`src/rtl/sound_pkg.sv`:
```
// Shared definitions for the melody playback path: note period table,
// song entry field positions and the sequencer state encoding.
package sound_pkg;

  // Period in 50 MHz cycles of MIDI notes 0..11; higher octaves are right shifts.
  localparam logic [31:0] BASE_WL [0:11] = '{
    32'd6115610, 32'd5772367, 32'd5448389, 32'd5142595,
    32'd4853963, 32'd4581531, 32'd4324390, 32'd4081680,
    32'd3852593, 32'd3636364, 32'd3432270, 32'd3239632
  };

  localparam int unsigned END_BIT  = 15;
  localparam int unsigned NOTE_MSB = 14;
  localparam int unsigned NOTE_LSB = 8;
  localparam int unsigned DUR_MSB  = 7;
  localparam int unsigned DUR_LSB  = 0;

  typedef enum logic [1:0] {
    IDLE   = 2'd0,
    FETCH  = 2'd1,
    DECODE = 2'd2,
    HOLD   = 2'd3
  } seq_state_t;

endpackage

```
`src/rtl/note_period_lut.sv`:
```
// Combinational MIDI note to oscillator period conversion:
// split note into octave and pitch class, then shift the base period.
module note_period_lut
  import sound_pkg::*;
(
  input  logic [6:0]  note,
  output logic [31:0] wave_length
);

  logic [6:0] rem;
  logic [3:0] oct;

  // Ten conditional subtractions cover the full 0..127 note range.
  always_comb begin
    rem = note;
    oct = '0;
    for (int unsigned i = 0; i < 10; i++) begin
      if (rem >= 7'd12) begin
        rem = rem - 7'd12;
        oct = oct + 4'd1;
      end
    end
    wave_length = BASE_WL[rem[3:0]] >> oct;
  end

endmodule

```
`src/rtl/note_sequencer.sv`:
```
// Song RAM plus playback FSM: fetches note entries, times their durations
// in ticks and drives the oscillator period and mute gate.
module note_sequencer
  import sound_pkg::*;
#(
  parameter int unsigned ADDR_W      = 8,
  parameter int unsigned TICK_CYCLES = 500_000
) (
  input  logic              clk,
  input  logic              rst_n,
  input  logic              wr_en,
  input  logic [ADDR_W-1:0] wr_addr,
  input  logic [15:0]       wr_data,
  input  logic              start,
  input  logic              stop,
  input  logic              loop,
  output logic [31:0]       wave_length,
  output logic              gate,
  output logic              playing,
  output logic              done,
  output logic [ADDR_W-1:0] note_addr
);

  localparam int unsigned CW = (TICK_CYCLES > 1) ? $clog2(TICK_CYCLES) : 1;

  logic [15:0]   mem [2**ADDR_W];
  logic [15:0]   rd_data;
  seq_state_t    state;
  logic [CW-1:0] cyc_cnt;
  logic [7:0]    tick_cnt;
  logic [31:0]   lut_wl;
  logic [6:0]    ent_note;
  logic [7:0]    ent_dur;

  assign ent_note = rd_data[NOTE_MSB:NOTE_LSB];
  assign ent_dur  = rd_data[DUR_MSB:DUR_LSB];

  // Read and write share one edge, so a same-address write returns old data.
  always_ff @(posedge clk) begin
    if (wr_en) mem[wr_addr] <= wr_data;
    if (state == FETCH) rd_data <= mem[note_addr];
  end

  note_period_lut u_lut (
    .note        (ent_note),
    .wave_length (lut_wl)
  );

  always_ff @(posedge clk or negedge rst_n) begin
    if (!rst_n) begin
      state       <= IDLE;
      wave_length <= '0;
      gate        <= 1'b0;
      playing     <= 1'b0;
      done        <= 1'b0;
      note_addr   <= '0;
      cyc_cnt     <= '0;
      tick_cnt    <= '0;
    end else begin
      done <= 1'b0;
      if (stop) begin
        state   <= IDLE;
        playing <= 1'b0;
        gate    <= 1'b0;
      end else begin
        case (state)
          IDLE: begin
            if (start) begin
              note_addr <= '0;
              playing   <= 1'b1;
              state     <= FETCH;
            end
          end
          FETCH: state <= DECODE;
          DECODE: begin
            if (rd_data[END_BIT]) begin
              if (loop) begin
                note_addr <= '0;
                state     <= FETCH;
              end else begin
                done    <= 1'b1;
                gate    <= 1'b0;
                playing <= 1'b0;
                state   <= IDLE;
              end
            end else if (ent_dur == 8'd0) begin
              note_addr <= note_addr + ADDR_W'(1);
              state     <= FETCH;
            end else begin
              tick_cnt <= ent_dur;
              cyc_cnt  <= '0;
              if (ent_note != 7'd0) begin
                wave_length <= lut_wl;
                gate        <= 1'b1;
              end else begin
                gate <= 1'b0;
              end
              state <= HOLD;
            end
          end
          HOLD: begin
            if (cyc_cnt == CW'(TICK_CYCLES - 1)) begin
              cyc_cnt <= '0;
              if (tick_cnt == 8'd1) begin
                note_addr <= note_addr + ADDR_W'(1);
                state     <= FETCH;
              end else begin
                tick_cnt <= tick_cnt - 8'd1;
              end
            end else begin
              cyc_cnt <= cyc_cnt + CW'(1);
            end
          end
          default: state <= IDLE;
        endcase
      end
    end
  end

endmodule
```
`config.mk`:
```
export PLATFORM = sky130hd
export DESIGN_NAME = note_sequencer
export DESIGN_NICKNAME = d
export VERILOG_FILES = /design/src/rtl/sound_pkg.sv /design/src/rtl/note_period_lut.sv /design/src/rtl/note_sequencer.sv
export SDC_FILE = /design/constraint.sdc
export NUM_CORES = 2
export LEC_CHECK = 0
export CORE_MARGIN = 1.5
export CORE_UTILIZATION = 27
export CTS_CLUSTER_DIAMETER = 30
export CTS_CLUSTER_SIZE = 40
export DETAILED_ROUTE_END_ITERATION = 16
export DONT_BUFFER_PORTS = 1
export HOLD_SLACK_MARGIN = 0.03
export PLACE_DENSITY = 0.4
export SYNTH_ARGS = -nofsm -noshare
export SYNTH_HDL_FRONTEND = slang
export SYNTH_SLANG_ARGS = --single-unit
```
`constraint.sdc`:
```
create_clock -name clk -period 20.1 [get_ports clk]
set_clock_uncertainty 0.05 [all_clocks]
set_input_delay 2.01 -clock clk [delete_from_list [all_inputs] [get_ports clk]]
set_output_delay 2.01 -clock clk [all_outputs]
set_load 0.05 [all_outputs]
```
Word level (Yosys, flattened, before mapping)
Memory sizes are Yosys's and may differ from the RTL's. A register that Yosys moved wholly into a read port is not among the register bits.
Index checks and enable logic that the tools add are counted.

word-level totals
  memory bits (writable) = 4,096
  bits in read-only memories = 512
  output and inout port bits = 43
  memories = 2
  logic and storage cells = 144
  register bits after elaboration = 72

memories
  name             depth  width  read ports  clocked after memory_dff  write ports  RTL line               RTL
  mem              256    16     1           1                         1            note_sequencer.sv:26   logic [15:0] mem [2**ADDR_W];
  (no name shown)  16     32     1           0                         0            note_period_lut.sv:23  wave_length = BASE_WL[rem[3:0]] >> oct;

operators by class
  bitwise logic cells = 4
  $lt $le $gt $ge = 11
  equal/unequal tests = 20
  reduce and logical (&&, ||, !) cells = 14
  add/subtract/negate cells = 22
  muxes and demuxes = 62
  shifts and indexed selects = 1

operator list
  operator               number
  $mux 8                 10
  $ge 7x4->1 const B     10
  $mux 32                2
  $mux 7                 9
  $sub 7x4->7 const B    9
  $mux 19                3
  $mux 4                 10
  $pmux 19 s2            1
  $add 4x1->4 const B    8
  $shr 32x4->32          1
  $ne 3x3->1 const B     9
  $pmux 8 s3             1
  $add 19x1->19 const B  1
  $eq 19x19->1 const B   1
  $mux 1                 17
  $pmux 8 s2             1
  $mux 2                 6
  $ne 2x2->1 const B     6
  $add 8x1->8 const B    1
  $eq 8x1->1 const B     1
  $logic_not 8->1        1
  $pmux 2 s4             1
  $reduce_and 4->1       2
  $sub 8x1->8 const B    1
  other kinds (16)       22

Logic depth before layout (Yosys ltp)
  depth in word-level cells = 25
  gate-level depth with buffers = 66
  gate-level depth less buffers = 58

Cells and area by module
Synthesis repeated with hierarchy kept, for this count alone.

second synthesis, totals
  cells, all modules = 8,345
  area total of the unflattened synthesis = 167,277.9 um2

modules (own cells, without submodules)
  module           cells an instance  sequential area each (um2)  area an instance (um2)  times used
  note_sequencer   7,641              125,280.2                   162,308.2               1
  note_period_lut  704                0.0                         4,969.8                 1

Least setup slack after synthesis
Ideal clock, no wire load.

  path kind = register -> register
  from = reg rd_data[10] (read register of mem)
  to = reg wave_length[4]
  setup slack = 6,288 ps
  path buffers = 5
  required time = 19,924 ps
  stages on the path, launching flop included = 62
  setup time = 126 ps
  data arrival time = 13,636 ps
  cells stage by stage = edfxtp_1 ha_1 or3b_4 nand3_2 inv_2 mux2_1 ha_1 a22o_1 or3_1 and2_1 ha_1 nand2_1 o211ai_1 or3_4 mux2_2 ha_1 a211oi_4 a21o_1 (+26 left out) ha_1 and2_1 a311oi_2 a21boi_1 nor2_2 inv_2 buf_2 ha_1 nand2_1 nand2_1 a211oi_1 buf_2 mux2_2 a2bb2oi_1 a21o_1 a21oi_1 mux4_2 a221o_1

between the ends
  word-level cells in the longest chain between the ends = 25

RTL lines
  what                                              RTL line                                      RTL
  start: declaration                                note_sequencer.sv:27                          logic [15:0] rd_data;
  $sub 7x4->7 / $ge 7x4->1 (equally long branches)  note_period_lut.sv:19, note_period_lut.sv:18
  $mux 7                                            note_period_lut.sv:18                         if (rem >= 7'd12) begin
  $sub 7x4->7 / $ge 7x4->1 (equally long branches)  note_period_lut.sv:19, note_period_lut.sv:18
  $mux 7                                            note_period_lut.sv:18
  $sub 7x4->7 / $ge 7x4->1 (equally long branches)  note_period_lut.sv:19, note_period_lut.sv:18
  $mux 7                                            note_period_lut.sv:18
  $sub 7x4->7 / $ge 7x4->1 (equally long branches)  note_period_lut.sv:19, note_period_lut.sv:18
  $mux 7                                            note_period_lut.sv:18
  (+8 left out)                                     --
  $sub 7x4->7 / $ge 7x4->1 (equally long branches)  note_period_lut.sv:19, note_period_lut.sv:18
  $mux 7                                            note_period_lut.sv:18
  $ge 7x4->1 / $sub 4x4->4 (equally long branches)  note_period_lut.sv:18, note_period_lut.sv:19
  $mux 4                                            note_period_lut.sv:18
  $not 4->5 (implied by the code)                   note_period_lut.sv:23
  $mem_v2 16x32                                     --
  $mux 32 (implied by the code) (2 in a row)        note_period_lut.sv:23
  $shr 32x4->32                                     note_period_lut.sv:23
  end signal: assignment                            note_sequencer.sv:93                          wave_length <= lut_wl;
  end: declaration                                  note_sequencer.sv:17                          output logic [31:0] wave_length,

Several ways; a longest one is shown, not always the timed one. The select of a mux whose other input is x is not followed.
A chain may end at the register's enable or synchronous reset.

Worst setup path after layout
  from = reg rd_data[8] (read register of mem)
  to = reg wave_length[3]

The elaborated chain is that of the path after synthesis.

==> metrics.yaml <==
status: "finished with violations"
failed_checks: "slew limit"
crit_fanout: 28
cp.required_ns: 21.03
stdcell_area_mm2: 0.212
grt_overflow: 0
fin_util_pct: 34.8
fin_setup_tns_ns: 0
crit_family: "compound AO/OA/AOI/OAI gates"
groute.usage.overall_pct: 16.1
finalSetupViolations: 0
final_common_cell: "edfxtp_1"
fin_hold_ws_ns: 0.441
cp-start-kind: "flip-flop"
yosysSeqAreaShare_pct: 75.9
cts_tree: "done"
dr.pass1.iters: 10
cts_resized: 0
grt_pass1_wl_um: 694000
rows: 286
cts.sinks: 4175
dp_hpwl_um: 271000
yosysWarningCount: 0
syn_avg_cell_area_um2: 22.9
hold_viol: 0
fin_nets: 8270
crit_path_end_kind: "flip-flop"
syn_to_final_growth_pct: 28.4
synth_area_leaders: "edfxtp_1 75%, mux4_2 18%, dfrtp_1 0.96%, nor2_1 0.73%, clkbuf_1 0.61%"
path_buf_inv: 5
crit_path_frequent_cell: "ha_1"
first_iter_violations: 8153
numPortBuffers: 0
ys_ff_latch: 4175
yosys.area.top_type: "edfxtp_1"
cts_buffer_depth: 5
final_cell_mix: "4112 x edfxtp_1, 1346 x mux4_2, 1125 x clkbuf_16"
drc: 0
die_w_um: 784
synth_top_cell_area_share_pct: 75.0
num_vias: 82300
antenna_found_initial: 32
fillers: 55900
synthDistinctLibCells: 116
slowest_delay_ns: 0.72
postPlaceCellArea_mm2: 0.176
synthFlopType: "edfxtp_1"
slew_viol_final: 256
core_area_mm2: 0.607
fp.dieArea_mm2: 0.615
initial_core_util_pct: 27.1
cts_buffers: 1102
wire_per_inst_um: 29.0
fmax_ghz: 0.0575
clk-insertion-delay-late_ns: 1.17
routabilityCongestion: 0.794
async_flop_share_pct: 1.51
drv_cap: 0
cp.arrival_ns: 18.33
wirelength_um: 495000
drive_above_1_share_pct: 38.9
vias_per_cell: 4.82
io_pins: 73
crit_type: "flip-flop to flip-flop"
cts_setup_buffers: 0
drtAntennaViolNets: 0
synthesis.area_mm2: 0.165
grt_max_degree: 257
hold_path.class: "flip-flop to flip-flop"
seq_area_mm2: 0.125
post-route-period-util_pct: 86.6
clock-root-buffer: "clkbuf_16"
rsz0062_at_grt: "false"
holdBufCountCts: 0
cp_slowest_cell: "edfxtp_1"
multi_input_area_mm2: 0.0385
synth-edff-count: 4112
h-tree-depth: 7
slew-limit-headroom_pct: -17.2
period_needed_ns: 17.40
tightest_slew_ns: 1.76
grt_pass1_vias: 87400
clk_pin_slew_ns: 0.04
synth_cells: 7190
die_h_um: 784
metal layers:
layer / GRT usage [%] / up-vias / routed length, um
li1: - / 33500 / -
met1: 22.4 / 45100 / 223000
met2: 25.0 / 3033 / 232000
met3: 3.96 / 729 / 30500
met4: 4.57 / 2 / 9150
met5: 0 / - / 13
stage by stage:
stage / cells / setup WS, ns
global route: 17000 / 1.55
finish: 17100 / 2.70
floorplan: 7198 / 6.29
global placement: 15200 / 3.52
detailed placement: 15200 / 3.16
CTS: 17000 / 3.08
registers in the layout (all words and copies together) (netlist names):
name / cells
mem: 4096
rd_data: 16
playing: 1
wave_length: 23
state: 2
done: 1
cyc_cnt: 19
note_addr: 8
tick_cnt: 8
gate: 1
Yosys cell counts (24+ instances only):
library cell / number
and3_1: 24
nor3_1: 30
nand3_1: 36
dfrtp_1: 63
a211oi_1: 34
mux2i_1: 46
nor2_1: 319
buf_1: 109
nor2b_1: 25
mux4_2: 1346
a21oi_1: 79
ha_1: 35
nand2_1: 128
edfxtp_1: 4112
clkbuf_1: 268
o21ai_0: 71
inv_1: 31
kinds of logic (layout without fill, tap and decap cells):
family	after synthesis	after routing	synth area share, %
multiplexers	1411	1411	18.8
adder cells (fa/ha/maj)	35	35	0.266
flip-flops	4175	4175	75.9
AO/OA/AOI/OAI	437	437	1.96
other	1	32	0.00228
buffers and inverters	445	2224	1.06
XOR/XNOR	26	26	0.147
AND/OR/NAND/NOR	660	660	1.83
final timing paths:
kind / depth (start not counted) / slack, ns / start / end
max: 55 / 2.70 / rd_data[8] / wave_length[3]
min: 1 / 0.44 / cyc_cnt[18] / cyc_cnt[18]
max reg2reg: 55 / 2.70 / rd_data[8] / wave_length[3]
min reg2reg: 1 / 0.44 / cyc_cnt[18] / cyc_cnt[18]
max in group asynchronous: 0 / 19.33 / rst_n / playing
min in group asynchronous: 0 / 0.51 / rst_n / wave_length[13]
area by class of cell:
type	instances	area share (%)
timing repair buffer	309	1.14
antenna	23	0.0272
sequential	4175	59.1
clock buffer	1280	13.6
tap	8064	4.77
inverter	39	0.0692
clock inverter	596	3.06
multi-input combinational	2578	18.2
Power is not shown: default switching activity piles up to over one toggle a cycle in this logic, so the estimate is an artifact.
